[config.mk]
export PLATFORM = sky130hd
export DESIGN_NAME = seven_seg_capture
export DESIGN_NICKNAME = d
export VERILOG_FILES = /design/src/rtl/seven_seg_capture.sv
export SDC_FILE = /design/constraint.sdc
export NUM_CORES = 1
export LEC_CHECK = 0
export ABC_CLOCK_PERIOD_IN_PS = 2350
export CAP_MARGIN = 5
export CORE_UTILIZATION = 58
export CTS_BUF_LIST = sky130_fd_sc_hd__clkbuf_8
export DETAILED_ROUTE_END_ITERATION = 8
export GPL_TIMING_DRIVEN = 0
export PLACE_DENSITY = 0.82
export SKIP_LAST_GASP = 1
export SLEW_MARGIN = 10
export SYNTH_ARGS = -nofsm -noshare
export SYNTH_HDL_FRONTEND = slang
export SYNTH_SLANG_ARGS = --single-unit
[constraint.sdc]
create_clock -name clk -period 2.35 [get_ports clk]
set_input_delay 0.235 -clock clk [delete_from_list [all_inputs] [get_ports clk]]
set_output_delay 0.235 -clock clk [all_outputs]
set_load 0.05 [all_outputs]
[src/rtl/seven_seg_capture.sv]
// seven_seg_capture
//   Receive-side decoder for the two-digit multiplexed seven-segment bus.
//   The incoming segment word is debounced. Each newly stable pattern is
//   decoded back to a hex nibble. A high digit followed by a low digit is
//   reassembled into the original byte.
//
// Ports
//   clk          in   system clock, rising edge
//   rst          in   asynchronous, active-high reset
//   seg_in[7:0]  in   [7]=1 high digit / 0 low digit, [6:0]=segments a..g (1=lit)
//   data_out     out  last reassembled byte
//   data_valid   out  one-cycle pulse when data_out updates
//   data_changed out  one-cycle pulse with data_valid when the byte differs
//                     from the previous one, or it is the first since reset
//   err_invalid  out  one-cycle pulse: accepted pattern not in decode table
//   err_timeout  out  one-cycle pulse: low digit missing after a high digit
module seven_seg_capture #(
    parameter int STABLE_CYCLES  = 4,
    parameter int TIMEOUT_CYCLES = 256
) (
    input  logic       clk,
    input  logic       rst,
    input  logic [7:0] seg_in,
    output logic [7:0] data_out,
    output logic       data_valid,
    output logic       data_changed,
    output logic       err_invalid,
    output logic       err_timeout
);

    localparam int SCW = $clog2(STABLE_CYCLES + 1);
    localparam int TCW = $clog2(TIMEOUT_CYCLES);
    localparam logic [SCW-1:0] STABLE_MAX = SCW'(STABLE_CYCLES);
    localparam logic [TCW-1:0] TO_LAST    = TCW'(TIMEOUT_CYCLES - 1);

    typedef enum logic {
        SYNC   = 1'b0,
        GOT_HI = 1'b1
    } state_t;

    // Returns {valid, nibble} for a segment pattern a..g.
    function automatic logic [4:0] seg_decode(input logic [6:0] s);
        logic [4:0] r;
        case (s)
            7'h7E:   r = {1'b1, 4'h0};
            7'h30:   r = {1'b1, 4'h1};
            7'h6D:   r = {1'b1, 4'h2};
            7'h79:   r = {1'b1, 4'h3};
            7'h33:   r = {1'b1, 4'h4};
            7'h5B:   r = {1'b1, 4'h5};
            7'h5F:   r = {1'b1, 4'h6};
            7'h70:   r = {1'b1, 4'h7};
            7'h7F:   r = {1'b1, 4'h8};
            7'h7B:   r = {1'b1, 4'h9};
            7'h77:   r = {1'b1, 4'hA};
            7'h1F:   r = {1'b1, 4'hB};
            7'h4E:   r = {1'b1, 4'hC};
            7'h3D:   r = {1'b1, 4'hD};
            7'h4F:   r = {1'b1, 4'hE};
            7'h47:   r = {1'b1, 4'hF};
            default: r = 5'b0_0000;
        endcase
        return r;
    endfunction

    // Input stage state
    logic [7:0]     seg_q;
    logic [SCW-1:0] stab_cnt_q, stab_cnt_d;
    logic           stable_evt_q, stable_evt_d;

    // FSM / output state
    state_t         state_q, state_d;
    logic [3:0]     hi_nib_q, hi_nib_d;
    logic [TCW-1:0] tcnt_q, tcnt_d;
    logic [7:0]     data_q, data_d;
    logic           have_data_q, have_data_d;
    logic           dv_q, dv_d;
    logic           dc_q, dc_d;
    logic           einv_q, einv_d;
    logic           eto_q, eto_d;

    logic [4:0]     dec;
    logic [7:0]     new_byte;

    // Debounce: count consecutive identical samples; the event fires only on
    // the transition into saturation so a held word never re-fires.
    always_comb begin
        stab_cnt_d = SCW'(1);
        if (seg_in == seg_q) begin
            if (stab_cnt_q == STABLE_MAX) begin
                stab_cnt_d = stab_cnt_q;
            end else begin
                stab_cnt_d = stab_cnt_q + SCW'(1);
            end
        end
        stable_evt_d = (stab_cnt_d == STABLE_MAX) && (stab_cnt_q != STABLE_MAX);
    end

    // seg_q still holds the stable word on the edge after stable_evt is set.
    assign dec      = seg_decode(seg_q[6:0]);
    assign new_byte = {hi_nib_q, dec[3:0]};

    always_comb begin
        state_d     = state_q;
        hi_nib_d    = hi_nib_q;
        tcnt_d      = tcnt_q;
        data_d      = data_q;
        have_data_d = have_data_q;
        dv_d        = 1'b0;
        dc_d        = 1'b0;
        einv_d      = 1'b0;
        eto_d       = 1'b0;

        case (state_q)
            SYNC: begin
                if (stable_evt_q) begin
                    if (!dec[4]) begin
                        einv_d = 1'b1;
                    end else if (seg_q[7]) begin
                        hi_nib_d = dec[3:0];
                        tcnt_d   = '0;
                        state_d  = GOT_HI;
                    end
                    // A valid low digit without a preceding high digit is
                    // dropped: byte alignment is not yet known.
                end
            end
            GOT_HI: begin
                tcnt_d = tcnt_q + TCW'(1);
                // A stable event takes priority over timeout expiry.
                if (stable_evt_q) begin
                    if (!dec[4]) begin
                        einv_d  = 1'b1;
                        state_d = SYNC;
                    end else if (seg_q[7]) begin
                        hi_nib_d = dec[3:0];
                        tcnt_d   = '0;
                    end else begin
                        data_d      = new_byte;
                        dv_d        = 1'b1;
                        dc_d        = !have_data_q || (new_byte != data_q);
                        have_data_d = 1'b1;
                        state_d     = SYNC;
                    end
                end else if (tcnt_q == TO_LAST) begin
                    eto_d   = 1'b1;
                    state_d = SYNC;
                end
            end
            default: state_d = SYNC;
        endcase
    end

    always_ff @(posedge clk or posedge rst) begin
        if (rst) begin
            seg_q        <= 8'h00;
            stab_cnt_q   <= '0;
            stable_evt_q <= 1'b0;
            state_q      <= SYNC;
            hi_nib_q     <= 4'h0;
            tcnt_q       <= '0;
            data_q       <= 8'h00;
            have_data_q  <= 1'b0;
            dv_q         <= 1'b0;
            dc_q         <= 1'b0;
            einv_q       <= 1'b0;
            eto_q        <= 1'b0;
        end else begin
            seg_q        <= seg_in;
            stab_cnt_q   <= stab_cnt_d;
            stable_evt_q <= stable_evt_d;
            state_q      <= state_d;
            hi_nib_q     <= hi_nib_d;
            tcnt_q       <= tcnt_d;
            data_q       <= data_d;
            have_data_q  <= have_data_d;
            dv_q         <= dv_d;
            dc_q         <= dc_d;
            einv_q       <= einv_d;
            eto_q        <= eto_d;
        end
    end

    assign data_out     = data_q;
    assign data_valid   = dv_q;
    assign data_changed = dc_q;
    assign err_invalid  = einv_q;
    assign err_timeout  = eto_q;

endmodule

## Word-level counts from Yosys, hierarchy flattened

Cells that the tools add are included.

- Bits in registers: 38
- Input port bits: 10
- Output and inout bits: 12

- Add/sub/neg operators: 2
- Equal/unequal tests: 25
- Mux-type cells: 32
- Reduce and logical (&&, ||, !) cells: 6
- Bitwise logic cells: 2

Operator list:

| kind | count |
|---|---|
| 7-bit equality test (second input constant) | 12 |
| 5-bit one-hot mux with 16 select lines | 1 |
| 8-bit two-way mux | 6 |
| 7-bit by 6-bit equality test with 1-bit output (second input constant) | 3 |
| 1-bit two-way mux | 18 |
| 8-bit one-hot mux with 2 select lines | 1 |
| 4-bit two-way mux | 3 |
| 8-bit by 1-bit adder with 8-bit output (second input constant) | 1 |
| 8-bit equality test | 1 |
| 8-bit equality test (second input constant) | 1 |
| 8-bit != test | 1 |
| 7-bit by 5-bit equality test with 1-bit output (second input constant) | 1 |
| 3-bit equality test (second input constant) | 2 |
| 3-bit two-way mux | 2 |
| 2-bit != test (second input constant) | 3 |
| 3-bit AND reduction | 2 |
| 4-bit AND reduction | 1 |
| 3-bit by 1-bit adder with 3-bit output (second input constant) | 1 |
| 3-bit != test (second input constant) | 1 |
| 1-bit NOT | 2 |
| 1-bit one-hot mux with 2 select lines | 1 |
| 1-bit logical AND | 1 |
| 1-bit zero test | 1 |
| 1-bit logical OR | 1 |

## Depth between registers and ports, before layout

- Depth after elaboration: 8
- Mapped depth: 8

## Worst setup path before layout

Ideal clock, no wire load.

- Path type: reg-to-reg
- From: register seg_q[3]
- To: register data_q[0], in the netlist data_out[0]
- Period minus slack after synthesis: 1.947 ns
- Data required time: 2.225 ns
- Stages on the path, launching flop included: 7
- Setup slack: 0.403 ns
- Setup time: 0.125 ns
- Arrival: 1.822 ns
- Path through: dfrtp_1 or3b_1 a211oi_2 nor2_1 a31oi_4 buf_6 mux2_4

- Longest elaborated chain between the ends: 3
- Elaborated cells on any way between the ends: 18
- Classes of those cells: eq/ne (16); mux (1); reduce/logical (1)

RTL lines:

| what | RTL line | RTL |
|---|---|---|
| start, declared | 67 | `logic [7:0] seg_q;` |
| start signal, assigned | 169 | `seg_q <= seg_in;` |
| 7-bit equality test, or another cell as far along | 44 | `case (s)` |
| 5-bit one-hot mux with 16 select lines (*) | 44 |  |
| 4-bit AND reduction (no source line) | n/a |  |
| end signal, assigned | 175 | `data_q <= data_d;` |
| end, declared | 75 | `logic [7:0] data_q, data_d;` |

Mark *: on every way between the ends. The rest lies on a longest branch, timed or not.
A chain may end at the register's enable or synchronous reset.

## Worst setup path in the final report

- From: register seg_q[1]
- To: register dc_q, in the netlist data_changed

- Longest elaborated chain between the ends: 8
- Elaborated cells on any way between the ends: 23
- Classes of those cells: eq/ne (17); mux (5); reduce/logical (1)

RTL lines:

| what | RTL line | RTL |
|---|---|---|
| 7-bit equality test, or another cell as far along | 44 |  |
| 5-bit one-hot mux with 16 select lines (*) | 44 |  |
| 8-bit != test | 141 | `dc_d = !have_data_q \|\| (new_byte != data_q);` |
| 1-bit logical OR | 141 |  |
| 1-bit two-way mux | 135 | `end else if (seg_q[7]) begin` |
| 1-bit two-way mux (*) | 132 | `if (!dec[4]) begin` |
| 1-bit two-way mux (*) | 131 | `if (stable_evt_q) begin` |
| 1-bit two-way mux (*) | 114 | `case (state_q)` |
| via dc_d | 78 | `logic dc_q, dc_d;` |
| end signal, assigned | 165 | `dc_q <= 1'b0;` |
| end signal, assigned | 178 | `dc_q <= dc_d;` |
| end, declared | 78 |  |

The timed path passes the listed nets; every way through them passes the cells marked *.

==> results.ini <==
[run]
cap_violations = 0

[critical_path]
worstSetupEndpointType = register
worstPathArrival_ps = 2350
critical_path_class = reg -> reg
start_kind = register
slowest_delay_ps = 480
crit_slowest_cell = or4_1
path_cells = buf_1 > nand2_1 > or4_1 > nand3_1 > xor2_1 > o41a_1
required_ps = 2520
path_max_fanout = 10

[clocking]
cts_resized = 0
clk-insertion-delay-late_ps = 290
cts_buffer_depth = 2
htreeDepth = 2
post_cts_buffers = 0
clk_pin_slew_ps = 70
root_buffer = clkbuf_8
ctsHoldBuffers = 0
numCtsBuffers = 5
cts_tree = yes
cts_sinks = 38

[routing]
drtIter0Drc = 77
first_pass_iters = 4
vias = 1481
wire_per_inst_um = 14.9
wl_met2_mm = 2.03
wl_met1_mm = 1.64
wirelength_mm = 3.93
dr.max_layer_used = met4
wl_met3_um = 176
postRouteAntennaNets = 0
viasPerCell = 5.63
drc = 0

[global_routing]
grt_pass1_vias = 1454
grt_overflow = 0
grt_first_pass_wirelength_mm = 6.62
grt_util_all_layers_pct = 25.2
antenna_found_initial = 0
grt_max_degree = 39

[synth]
synthSimpleGateAreaFrac_pct = 18.2
synth_adder_area_share_pct = 1.86
ys_warn_count = 0
synthCells = 188
synth_edf_count = 0
synth_xor_xnor_area_share_pct = 11.3
synth_top_family_by_area = simple AND/OR/NAND/NOR gates
avgSynthCellArea_um2 = 10.7
yosysSeqAreaShare_pct = 47.1
synth_nets = 201
syn_area_um2 = 2020
synth_compound_area_share_pct = 10.7
synth-seq-cells = 38
synth-main-ff-cell = dfrtp_1
muxShareOfSynthArea_pct = 7.19
synthArstFlopShare_pct = 100
ys_types = 43

[floorplan]
start_util_pct = 60.5
io_pins = 22
rows = 21
die_w_um = 61.0
fp.dieH_um = 61.0
die_area_um2 = 3720
core_um2 = 3340

[final_layout]
nets = 229
area_delta_synth_final_pct = 18.6
antennaDiodeCount = 0
seqCellArea_um2 = 951
fillers = 255
finalNonFillerCells = 263
layout_common_cells = dfrtp_1 (38), clkdlybuf4s50_1 (21), nor2_1 (17), nand2_1 (15), xor2_1 (14)
final_common_cell = dfrtp_1
multi_input_area_um2 = 992
post-route-util_pct = 71.8
drive_above_1_share_pct = 12.0

[placement]
dp_cells = 255
dpl.hpwl_mm = 2.96
routabilityCongestion = 0.814
portBuffers = 21

[sta]
worstMarginPinSlew_ps = 740
slew_violations = 0
hold_violations = 0
min_period_ps = 2190
hold-worst-slack_ps = 390
skew_ps = 6.18
max_freq_mhz = 458
relSlewSlack_pct = 50.6
setup_tns_ps = 0
rsz0062_at_grt = false
finalCritPeriodShare_pct = 93.0
setup_viol = 0

[power]
p_per_area_nw_per_um2 = 549
peakVddDrop_uv = 466
finalPower_mw = 1.32
total_leakage_power_nw = 1.07

[status]
outcome = completed

[min_path]
hp-class = in -> async

-- Yosys cell counts, types with 5 or more instances --
library cell  number  area, µm²
dfrtp_1           38        951
nor2_1            17       63.8
nand2_1           15       56.3
xor2_1            14        123
xnor2_1           12        105
nand4_1            8       50.1
buf_2              7       35.0
inv_1              5       18.8
nand2b_1           5       31.3
nor3_1             5       25.0
-- worst paths after layout --
kind | startpoint | end | slack (ps) | cells past startpoint
worst max-delay path | seg_q[1] | data_changed | 160 | 6
min in group clk | seg_in[1] | seg_q[1] | 430 | 1
worst max register to register | seg_q[1] | data_changed | 160 | 6
worst min register to register | have_data_q | have_data_q | 490 | 1
max in group asynchronous | rst | data_out[2] | 1490 | 2
worst min-delay path | rst | stab_cnt_q[2] | 390 | 2
-- registers in the layout, summed over array words and instances (netlist names) --
name / flops
seg_q: 8
data_valid: 1
hi_nib_q: 4
tcnt_q: 8
data_out: 8
err_invalid: 1
have_data_q: 1
stable_evt_q: 1
data_changed: 1
state_q: 1
err_timeout: 1
stab_cnt_q: 3
-- metal layers --
metal / track usage [%] / up-vias
li1: - / 717
met1: 29.6 / 707
met2: 43.8 / 50
met3: 7.46 / 7
met4: 9.09 / 0
met5: 0 / -
-- critical path, delay by kind of cell (launching register included) --
family | cells | cell delay, ps
XOR/XNOR | 1 | 110
AND/OR/NAND/NOR | 3 | 760
flip-flops | 1 | 390
buffers and inverters | 1 | 380
AO/OA/AOI/OAI | 1 | 410
-- final cells by class --
| class | instances | share of cell area (%) |
|---|---|---|
| inverter | 6 | 0.940 |
| clock inverter | 3 | 1.67 |
| timing repair buffer | 21 | 8.77 |
| multi-input combinational | 134 | 41.4 |
| clock buffer | 5 | 2.87 |
| buffer | 10 | 2.25 |
| tap | 46 | 2.40 |
| sequential | 38 | 39.7 |
-- cells by family after synthesis --
family                     after synthesis
AOI/OAI and AO/OA                       22
xor gates and xnor gates                26
adders and majority gates                3
buffers and inverters                   16
DFF                                     38
muxes                                   12
and+or+nand+nor                         71
-- per-stage QoR --
stage | setup slack (ps) | instance area, µm²
4_1_cts | 201 | 2400
3_5_place_dp | 231 | 2290
5_1_grt | 30.8 | 2400
2_1_floorplan | 403 | 2020
3_3_place_gp | 263 | 2290
6_report | 164 | 2400
-- report_power, final --
group          leakage (nW)  total (mW)  internal, mW  switching, mW
Clock                0.0579       0.535         0.312          0.223
Combinational         0.503       0.111        0.0465         0.0649
Sequential            0.507       0.669         0.661        0.00785
Note: power is estimated with default switching activity, not from simulation.
